$ cat config.mk
export PLATFORM = sky130hd
export DESIGN_NAME = unified_mem_arbiter
export DESIGN_NICKNAME = d
export VERILOG_FILES = /design/src/rtl/unified_mem_arbiter.sv
export SDC_FILE = /design/constraint.sdc
export NUM_CORES = 1
export LEC_CHECK = 0
export ABC_AREA = 1
export ABC_CLOCK_PERIOD_IN_PS = 3900
export CAP_MARGIN = 20
export CORE_MARGIN = 4
export CORE_UTILIZATION = 40
export CTS_BUF_LIST = sky130_fd_sc_hd__clkbuf_8 sky130_fd_sc_hd__clkbuf_16
export DETAILED_ROUTE_END_ITERATION = 16
export HOLD_SLACK_MARGIN = 0.02
export PLACE_DENSITY = 0.79
export SYNTH_ARGS = -nofsm -noshare
export SYNTH_HDL_FRONTEND = slang
export SYNTH_SLANG_ARGS = --single-unit
$ cat constraint.sdc
create_clock -name CLK -period 3.9 [get_ports CLK]
set_clock_uncertainty 0.2 [all_clocks]
set_input_delay 0.78 -clock CLK [delete_from_list [all_inputs] [get_ports CLK]]
set_output_delay 0.78 -clock CLK [all_outputs]
set_load 0.02 [all_outputs]
$ cat src/rtl/unified_mem_arbiter.sv
// Shares one single-port unified RAM between instruction fetch and load/store.
// Data accesses win ties, but a bounded data streak lets a waiting fetch through.
module unified_mem_arbiter #(
  parameter int MEM_LATENCY     = 1,
  parameter int MAX_DATA_STREAK = 2
) (
  input  logic        CLK,
  input  logic        CLR,
  input  logic        if_req,
  input  logic [31:0] if_addr,
  output logic [31:0] if_rdata,
  output logic        if_ack,
  output logic        if_stall,
  input  logic        mem_req,
  input  logic        mem_rw,
  input  logic [1:0]  mem_size,
  input  logic [31:0] mem_addr,
  input  logic [31:0] mem_wdata,
  output logic [31:0] mem_rdata,
  output logic        mem_ack,
  output logic        mem_stall,
  output logic        ram_en,
  output logic        ram_rw,
  output logic [1:0]  ram_size,
  output logic [31:0] ram_addr,
  output logic [31:0] ram_wdata,
  input  logic [31:0] ram_rdata,
  output logic        grant_owner
);

  typedef enum logic {IDLE, ACCESS} state_t;

  localparam logic [2:0] LAST_CNT   = 3'(MEM_LATENCY - 1);
  localparam logic [2:0] STREAK_MAX = 3'(MAX_DATA_STREAK);

  state_t      state_q, state_d;
  logic [2:0]  cnt_q, cnt_d;
  logic [2:0]  streak_q, streak_d;
  logic        ram_en_q, ram_en_d;
  logic        ram_rw_q, ram_rw_d;
  logic [1:0]  ram_size_q, ram_size_d;
  logic [31:0] ram_addr_q, ram_addr_d;
  logic [31:0] ram_wdata_q, ram_wdata_d;
  logic        owner_q, owner_d;
  logic        if_ack_q, if_ack_d;
  logic        mem_ack_q, mem_ack_d;
  logic [31:0] if_rdata_q, if_rdata_d;
  logic [31:0] mem_rdata_q, mem_rdata_d;
  logic        if_elig, mem_elig, grant_data;

  // A requester in its ack cycle is ignored so a dropping req is not re-granted.
  assign if_elig    = if_req & ~if_ack_q;
  assign mem_elig   = mem_req & ~mem_ack_q;
  assign grant_data = mem_elig & (~if_elig | (streak_q != STREAK_MAX));

  always_comb begin
    state_d     = state_q;
    cnt_d       = cnt_q;
    streak_d    = streak_q;
    ram_en_d    = ram_en_q;
    ram_rw_d    = ram_rw_q;
    ram_size_d  = ram_size_q;
    ram_addr_d  = ram_addr_q;
    ram_wdata_d = ram_wdata_q;
    owner_d     = owner_q;
    if_ack_d    = 1'b0;
    mem_ack_d   = 1'b0;
    if_rdata_d  = if_rdata_q;
    mem_rdata_d = mem_rdata_q;
    case (state_q)
      IDLE: begin
        if (if_elig || mem_elig) begin
          state_d  = ACCESS;
          cnt_d    = 3'd0;
          ram_en_d = 1'b1;
          owner_d  = grant_data;
          if (grant_data) begin
            ram_rw_d    = mem_rw;
            ram_size_d  = mem_size;
            ram_addr_d  = mem_addr;
            ram_wdata_d = mem_wdata;
            if (!if_req)
              streak_d = 3'd0;
            else if (streak_q != STREAK_MAX)
              streak_d = streak_q + 3'd1;
          end else begin
            ram_rw_d   = 1'b0;
            ram_size_d = 2'b10;
            ram_addr_d = if_addr;
            streak_d   = 3'd0;
          end
        end
      end
      ACCESS: begin
        cnt_d = cnt_q + 3'd1;
        if (cnt_q == LAST_CNT) begin
          state_d  = IDLE;
          ram_en_d = 1'b0;
          if (owner_q) begin
            mem_ack_d = 1'b1;
            if (!ram_rw_q)
              mem_rdata_d = ram_rdata;
          end else begin
            if_ack_d   = 1'b1;
            if_rdata_d = ram_rdata;
          end
        end
      end
      default: state_d = IDLE;
    endcase
  end

  always_ff @(posedge CLK) begin
    if (CLR) begin
      state_q     <= IDLE;
      cnt_q       <= 3'd0;
      streak_q    <= 3'd0;
      ram_en_q    <= 1'b0;
      ram_rw_q    <= 1'b0;
      ram_size_q  <= 2'b00;
      ram_addr_q  <= 32'h0;
      ram_wdata_q <= 32'h0;
      owner_q     <= 1'b0;
      if_ack_q    <= 1'b0;
      mem_ack_q   <= 1'b0;
      if_rdata_q  <= 32'h0;
      mem_rdata_q <= 32'h0;
    end else begin
      state_q     <= state_d;
      cnt_q       <= cnt_d;
      streak_q    <= streak_d;
      ram_en_q    <= ram_en_d;
      ram_rw_q    <= ram_rw_d;
      ram_size_q  <= ram_size_d;
      ram_addr_q  <= ram_addr_d;
      ram_wdata_q <= ram_wdata_d;
      owner_q     <= owner_d;
      if_ack_q    <= if_ack_d;
      mem_ack_q   <= mem_ack_d;
      if_rdata_q  <= if_rdata_d;
      mem_rdata_q <= mem_rdata_d;
    end
  end

  assign ram_en      = ram_en_q;
  assign ram_rw      = ram_rw_q;
  assign ram_size    = ram_size_q;
  assign ram_addr    = ram_addr_q;
  assign ram_wdata   = ram_wdata_q;
  assign grant_owner = owner_q;
  assign if_ack      = if_ack_q;
  assign mem_ack     = mem_ack_q;
  assign if_rdata    = if_rdata_q;
  assign mem_rdata   = mem_rdata_q;
  assign if_stall    = if_req & ~if_ack_q;
  assign mem_stall   = mem_req & ~mem_ack_q;

endmodule

==> results.cfg, run 1 <==
[outcome]
status = complete, no violations

[global_route]
grt_pass1_wl_um = 27900
grt_overflow = 0
grt_max_degree = 73
grt_pass1_vias = 5589
antenna_found_initial = 0
grt.total_usage = 0.215

[clocking]
cts_setup_buffers = 0
cts_sinks = 142
cts_root_buf = clkbuf_16
path_clk_slew_ns = 0.06
clk_latency_ns = 0.41
htree_num_levels = 4
cts.path.max_buffers = 2
post_cts_resize_count = 0
cts_tree = yes
ctsHoldBuffers = 0
numCtsBuffers = 17

[synthesis]
synth_cell_type_count = 24
synth_seq_cells = 142
synth_ff_type = dfxtp_1
synth_area_per_cell_um2 = 7.21
synth_nets = 926
synth_edf_count = 0
yosys-top-cells-count = nor2_1, nand2_1, dfxtp_1
syn_area_um2 = 5670
yosys_warnings = 0
synth_top_area_frac = 0.501
netlist_instances = 787
synth_top_cell_by_area = dfxtp_1
synth.most_common_cell = nor2_1
async_reset_ff_frac = 0
synth_sequential_area_ratio = 0.501
synth_area_leaders = dfxtp_1, nor2_1, nand2_1

[worst_setup_path]
crit_path_max_incr_delay_ns = 0.64
cp.depth = 4
reg2reg_to = if_rdata[20]$_SDFFE_PP0P_
crit_end = mem_stall
reg2reg_from = cnt_q[0]$_SDFFE_PP0P_
critPathCaptureType = output pin
path_class = in2out
cp.arrival_ns = 2.13
r2r_cells = 9
critPathSlowestCell = clkdlybuf4s50_1
cp_cell_sequence = clkdlybuf4s50_1 > nand2_1 > inv_2 > clkdlybuf4s50_1
required_ns = 2.92
r2r_slack_ns = 1.53
crit_fanout = 9
path_buf_inv = 3
cp-startpoint = mem_req
cp-start-kind = input port
crit_family = buffers and inverters
cpMostUsedCell = clkdlybuf4s50_1

[floorplan]
dieArea_um2 = 16200
die_w_um = 127
num_rows = 43
start_util = 0.409
ios = 272
fp.dieH_um = 127
coreArea_um2 = 13900

[finish]
stdcell_count = 1228
area_growth_pct = 57.5
antenna-diode-count = 0
drive_above_1_share = 0.0487
post-route-util = 0.644
final_nets = 1175

[power]
irDropWorstVdd_mv = 0.296
p_per_area_nw_per_um2 = 460
p_leak_nw = 3.79

[timing]
worst_slew_pin_slew_ns = 0.774
grt_setup_unrepaired = false
drv_slew = 0
slew_headroom = 0.484
final.setup.tns_ns = 0
setup_viol = 0
min_period_over_period = 0.796
fmax_mhz = 322
period_needed_ns = 3.11
hold_violations = 0

[placed_design]
dp_hpwl_um = 12300
dp.cells = 1197
gp_congestion = 0.813
numPortBuffers = 271

[detailed_routing]
drt.antenna.violating_nets = 0
wl_per_cell_um = 14.3
drc = 0
vias_per_cell = 4.67
wl_um = 17500
vias = 5732
drtIter0Drc = 231
drtPass1Iterations = 6

[flow_run]
cap_violations = 0

[worst_hold_path]
hold_path.class = reg2reg
area by class of cell:
| class | count | area (µm²) |
|---|---|---|
| clock buffers | 19 | 453 |
| clock inverters | 12 | 97.6 |
| fillers | 1214 | 4940 |
| inverters | 50 | 188 |
| multi-input cells | 546 | 2350 |
| flip-flops and latches | 142 | 2840 |
| well taps | 180 | 225 |
| repair buffers | 279 | 2780 |
cell usage in the layout (no fill, tap or decap), types with 2 or more instances in the layout:
cell,n
clkdlybuf4s50_1,270
nor2_1,206
nand2_1,152
dfxtp_1,142
nand3_1,69
o21ai_0,61
inv_1,45
a21oi_1,40
clkbuf_16,17
inv_2,7
buf_4,7
o21ai_1,4
ha_1,4
clkinv_2,4
nor3_1,3
clkinvlp_4,3
nor2_4,2
clkbuf_8,2
stage by stage:
step / power [mW] / setup WS, ns / hold slack [ns] / cell area (µm²)
global route: 4.32 / 0.742 / 0.282 / 8940
finish: 4.11 / 0.795 / 0.261 / 8940
detailed placement: 2.66 / 0.790 / 0.255 / 8390
floorplan: 2.19 / 1.69 / 0.256 / 5670
global placement: 2.65 / 0.804 / 0.250 / 8390
CTS: 4.16 / 0.787 / 0.264 / 8940
state kept, by name, summed over array words and instances, names as in the netlist:
name	flops
mem_ack	1
if_ack	1
grant_owner	1
mem_rdata	32
ram_size	2
ram_en	1
ram_addr	32
ram_rw	1
if_rdata	32
ram_wdata	32
cnt_q	3
state_q	1
streak_q	3
power breakdown:
part           total, mW  switching [mW]  leakage [nW]  internal (mW)
clock               1.48           0.585         0.273          0.899
sequential          1.65          0.0688          1.17           1.59
combinational      0.970           0.517          2.35          0.453
worst reg2reg max path, stage by stage, from the launching register on:
cell     delay, ns
dfxtp_1       0.32
inv_1         0.08
ha_1          0.14
nand2_1       0.05
nor2_2        0.12
inv_2         0.07
nor2_4        0.54
inv_2         0.47
nor2_1        0.22
nor2_1        0.06
worst min path at each step:
stage | startpoint | end | cells after the start
3_5_place_dp | ram_wdata[11]$_SDFFE_PP0P_ | ram_wdata[11]$_SDFFE_PP0P_ | 2
6_report | ram_wdata[9]$_SDFFE_PP0P_ | ram_wdata[9]$_SDFFE_PP0P_ | 2
2_1_floorplan | cnt_q[1]$_SDFFE_PP0P_ | cnt_q[1]$_SDFFE_PP0P_ | 2
5_1_grt | ram_wdata[27]$_SDFFE_PP0P_ | ram_wdata[27]$_SDFFE_PP0P_ | 2
4_1_cts | ram_wdata[11]$_SDFFE_PP0P_ | ram_wdata[11]$_SDFFE_PP0P_ | 2
3_3_place_gp | ram_wdata[7]$_SDFFE_PP0P_ | ram_wdata[7]$_SDFFE_PP0P_ | 2
kinds of logic after synthesis:
logic type	synth area share
AND/OR/NAND/NOR	0.313
buffers and inverters	0.0849
AO/OA/AOI/OAI	0.0926
flip-flops	0.501
adder cells (fa/ha/maj)	0.00882
routing by layer:
metal	share of wire	vias up	wire, µm	GRT usage
li1	-	2965	-	-
met1	0.41	2532	7120	0.250
met2	0.47	201	8320	0.355
met3	0.091	34	1590	0.0840
met4	0.029	0	503	0.0915
met5	0	-	0	0
Note: power is estimated with default switching activity, not from simulation.
==> run 2, diff against run 1 <==
ABC_CLOCK_PERIOD_IN_PS = 2600   (was 3900)
CORE_UTILIZATION = 37   (was 40)
PLACE_DENSITY = 0.77   (was 0.79)
clock period = 2.6 ns   (was 3.9 ns; I/O delays follow)
==> run 2 against run 1 <==
Against the previous run:
- first-iteration DRC count grew 8.2%
- register-to-register slack got worse by 0.88 ns
- setup slack got worse by 0.67 ns
- die area increased by 7.6%
- sequential share of layout area fell by 0.61 points
- sequential power grew 50%
- critical endpoint unchanged
==> results.cfg, run 2 (synthesis results as in run 1) <==
[detailed_routing]
vias = 5822
vias_per_cell = 4.70
dr_wl_met2_um = 8160
drtPass1Iterations = 4
highest_layer = met4
drc = 0
drt.antenna.violating_nets = 0
wl_um = 17700
wl_per_cell_um = 14.2
drtIter0Drc = 250
wirelength_met1_um = 7490
route.met3.wl_um = 1540

[placed_design]
dp.cells = 1208
placedInstanceArea_um2 = 8470
numPortBuffers = 271
dp_slack_ns = 0.00172
gp_congestion = 0.788
dp_hpwl_um = 12200

[global_route]
grt_overflow = 0
grt_max_degree = 73
grt_pass1_wl_um = 28400
antenna_found_initial = 0
grt_pass1_vias = 5397
grt.total_usage = 0.198

[worst_hold_path]
hold_path.class = reg2reg

[worst_setup_path]
cp-startpoint = mem_req
cp.arrival_ns = 1.75
cp-start-kind = input port
reg2reg_from = streak_q[0]$_SDFFE_PP0P_
r2r_slack_ns = 0.65
required_ns = 1.88
path_class = in2out
critPathCaptureType = output pin
crit_end = mem_stall
r2r_cells = 9
reg2reg_to = ram_wdata[7]$_SDFFE_PP0P_
crit_fanout = 2

[timing]
min_period_over_period = 0.950
worst_slew_pin_slew_ns = 0.769
slew_headroom = 0.487
fin_ws_ns = 0.129
grt_setup_unrepaired = false
drv_slew = 0
fmax_mhz = 405
final.setup.tns_ns = 0
hold_violations = 0
period_needed_ns = 2.47
setup_viol = 0

[clocking]
ctsHoldBuffers = 0
cts.path.max_buffers = 2
path_clk_slew_ns = 0.06
cts_tree = yes
numCtsBuffers = 17
clk_latency_ns = 0.41
cts_sinks = 142
cts_setup_buffers = 0
htree_num_levels = 4
cts_root_buf = clkbuf_16

[power]
p_leak_nw = 3.88
p_per_area_nw_per_um2 = 721
power_mw = 6.57
irDropWorstVdd_mv = 0.423

[finish]
stdcell_count = 1240
mostFrequentLayoutCells = clkdlybuf4s50_1, nor2_1, nand2_1, dfxtp_1, nand3_1
antenna-diode-count = 0
drive_above_1_share = 0.0568
area_growth_pct = 60.6
final_nets = 1182
stdcell_area_um2 = 9110
final_common_cell = clkdlybuf4s50_1

[floorplan]
dieArea_um2 = 17400
num_rows = 44
fp.dieH_um = 132
ios = 272
start_util = 0.385
coreArea_um2 = 14800
die_w_um = 132

[outcome]
status = complete, no violations

[flow_run]
cap_violations = 0
[run 2: power breakdown]
part,total [mW],internal [mW],switching (mW)
registers,2.48,2.38,0.103
clock network,2.60,1.66,0.938
logic,1.49,0.701,0.784
total,6.57,4.74,1.83
[run 2: timing repair]
action / 4_1_cts / 5_1_grt
setup endpoints to repair: 0 / 1
hold endpoints to repair: 0 / 0
resized for setup: 0 / 1
[run 2: cell type report]
class / instances / area (µm²)
fill: 1350 / 5640
timing repair buffer: 286 / 2860
sequential: 142 / 2840
multi-input combinational: 546 / 2350
clock buffer: 19 / 453
tap: 184 / 230
inverter: 50 / 188
clock inverter: 13 / 186
[run 2: per-stage QoR]
stage / util / hold slack (ns)
finish: 0.617 / 0.264
global route: 0.617 / 0.277
CTS: 0.617 / 0.264
detailed placement: 0.574 / 0.255
global placement: 0.574 / 0.251
floorplan: - / 0.256
[run 2: per-layer routing]
layer,global-route usage,vias up
met5,0,-
met4,0.0834,0
met3,0.0790,38
met2,0.315,224
met1,0.240,2573
li1,-,2987
[run 2: how the worst min path moves through the flow]
stage,startpoint,end,slack (ns),depth (start not counted)
global route,ram_wdata[6]$_SDFFE_PP0P_,ram_wdata[6]$_SDFFE_PP0P_,0.28,2
floorplan,cnt_q[1]$_SDFFE_PP0P_,cnt_q[1]$_SDFFE_PP0P_,0.26,2
finish,ram_wdata[1]$_SDFFE_PP0P_,ram_wdata[1]$_SDFFE_PP0P_,0.26,2
global placement,ram_wdata[30]$_SDFFE_PP0P_,ram_wdata[30]$_SDFFE_PP0P_,0.25,2
CTS,ram_wdata[17]$_SDFFE_PP0P_,ram_wdata[17]$_SDFFE_PP0P_,0.26,2
detailed placement,ram_wdata[17]$_SDFFE_PP0P_,ram_wdata[17]$_SDFFE_PP0P_,0.25,2
[run 2: worst max-delay path, stage by stage]
cell             delay (ns)
clkdlybuf4s50_1        0.45
nand2_1                0.11
inv_2                  0.08
clkdlybuf4s50_1        0.59
==> run 3, diff against run 2 <==
CORE_MARGIN = not set   (was 4)
==> run 3 against run 2 <==
Against the previous run:
- clock power decreased by 2%
- clock-buffer cell count shrank 2
- register-to-register slack about the same
- setup slack worse by 0.021 ns
- sequential cell count unchanged
- die area decreased by 8.9%
- cell area increased by 0.12%
- fmax down 0.84%
- worst hold slack worse by 0.0031 ns
- wire length decreased by 2.4%
- critical path type unchanged
- largest power group unchanged
- highest routed layer unchanged
==> results.cfg, run 3 (synthesis results as in run 1) <==
[outcome]
status = complete, no violations

[worst_hold_path]
hold_path.class = reg2reg

[finish]
regArea_um2 = 2840
post-route-util = 0.618
final_common_cell = clkdlybuf4s50_1
antenna-diode-count = 0
mostFrequentLayoutCells = clkdlybuf4s50_1, nor2_1, nand2_1, dfxtp_1, nand3_1
stdcell_count = 1242
final_nets = 1185
area_growth_pct = 60.7
multi_input_area_um2 = 2350
fillers = 1298
drive_above_1_share = 0.0595

[floorplan]
coreArea_um2 = 14800
fp.dieH_um = 126
ios = 272
start_util = 0.385
die_w_um = 126
num_rows = 44
dieArea_um2 = 15800

[worst_setup_path]
cp_cell_sequence = clkdlybuf4s50_1 > inv_2 > nor2_4 > clkdlybuf4s50_1
path_buf_inv = 3
critPathCaptureType = output pin
crit_fanout = 3
required_ns = 1.88
cpMostUsedCell = clkdlybuf4s50_1
path_class = in2out
crit_family = buffers and inverters
crit_path_max_incr_delay_ns = 0.60
cp.arrival_ns = 1.77
cp-start-kind = input port
critPathSlowestCell = clkdlybuf4s50_1

[global_route]
grt_pass1_wl_um = 27800
grt.total_usage = 0.222
grt_overflow = 0
antenna_found_initial = 0
grt_pass1_vias = 5574
grt_max_degree = 70

[timing]
slew_headroom = 0.575
grt_setup_unrepaired = false
hold_violations = 0
worst_slew_pin_slew_ns = 0.637
min_period_over_period = 0.958
setup_viol = 0
drv_slew = 0
final.setup.tns_ns = 0
fmax_mhz = 401
fin_ws_ns = 0.108
period_needed_ns = 2.49

[flow_run]
cap_violations = 0

[placed_design]
dp.cells = 1211
dp_hpwl_um = 11900
numPortBuffers = 271
gp_congestion = 0.804
dp_slack_ns = 0.120

[power]
irDropWorstVdd_mv = 0.391
p_leak_nw = 3.88
p_per_area_nw_per_um2 = 716

[detailed_routing]
vias = 5844
drc = 0
vias_per_cell = 4.71
drt.antenna.violating_nets = 0
drtIter0Drc = 371
drtPass1Iterations = 4
wl_per_cell_um = 13.9
wl_um = 17200

[clocking]
cts_tree = yes
cts_sinks = 142
cts_root_buf = clkbuf_16
ctsHoldBuffers = 0
cts.path.max_buffers = 2
numCtsBuffers = 17
clk_latency_ns = 0.42
htree_num_levels = 4
path_clk_slew_ns = 0.05
cts_setup_buffers = 0
post_cts_resize_count = 0
run 3: changes by cell type in the layout (fill, tap and decap cells not counted):
cell | previous run | this run
clkbuf_8 | 2 | 0
clkinv_2 | 1 | 3
dlymetal6s2s_1 | 1 | 0
buf_12 | 3 | 4
buf_4 | 12 | 14
clkdlybuf4s50_1 | 269 | 270
clkinv_4 | 1 | 2
inv_6 | 3 | 2
inv_1 | 44 | 43
run 3: metrics by stage:
stage	power, mW	instance area, µm²	hold WS, ns
finish	6.53	9120	0.260
global route	6.84	9120	0.276
CTS	6.58	9120	0.263
detailed placement	4.03	8500	0.254
global placement	4.01	8500	0.250
floorplan	3.29	5670	0.256
run 3: path summary, 6_finish.rpt:
path                                    from                          to  slack [ns]  depth (start not counted)
setup / recovery                      if_req                    if_stall        0.11                          4
hold / removal    ram_wdata[13]$_SDFFE_PP0P_  ram_wdata[13]$_SDFFE_PP0P_        0.26                          2
setup reg to reg    streak_q[0]$_SDFFE_PP0P_   ram_wdata[4]$_SDFFE_PP0P_        0.66                          9
hold reg to reg   ram_wdata[13]$_SDFFE_PP0P_  ram_wdata[13]$_SDFFE_PP0P_        0.26                          2
run 3: worst reg2reg max path, cell delays in order, from the launching register on:
cell     delay, ns
dfxtp_1       0.33
inv_1         0.08
ha_1          0.14
inv_1         0.04
nor2_1        0.21
nand2_4       0.17
nand3_4       0.10
buf_4         0.33
nand2_1       0.10
a21oi_1       0.17
run 3: metal layers:
layer	track usage	vias up	part of all wire
li1	-	2991	-
met1	0.261	2612	0.42
met3	0.0671	37	0.079
met4	0.111	0	0.031
met5	0	-	0
met2	0.367	204	0.47
run 3: final cells by class:
class,count,area share
clock buffer,17,0.0466
inverter,50,0.0206
tap,184,0.0252
sequential,142,0.312
multi-input combinational,546,0.258
clock inverter,14,0.0211
timing repair buffer,289,0.317
run 3: where the power goes:
| group | total [mW] | internal, mW | switching (mW) |
|---|---|---|---|
| combinational | 1.50 | 0.711 | 0.787 |
| clock | 2.55 | 1.60 | 0.948 |
| sequential | 2.48 | 2.38 | 0.103 |
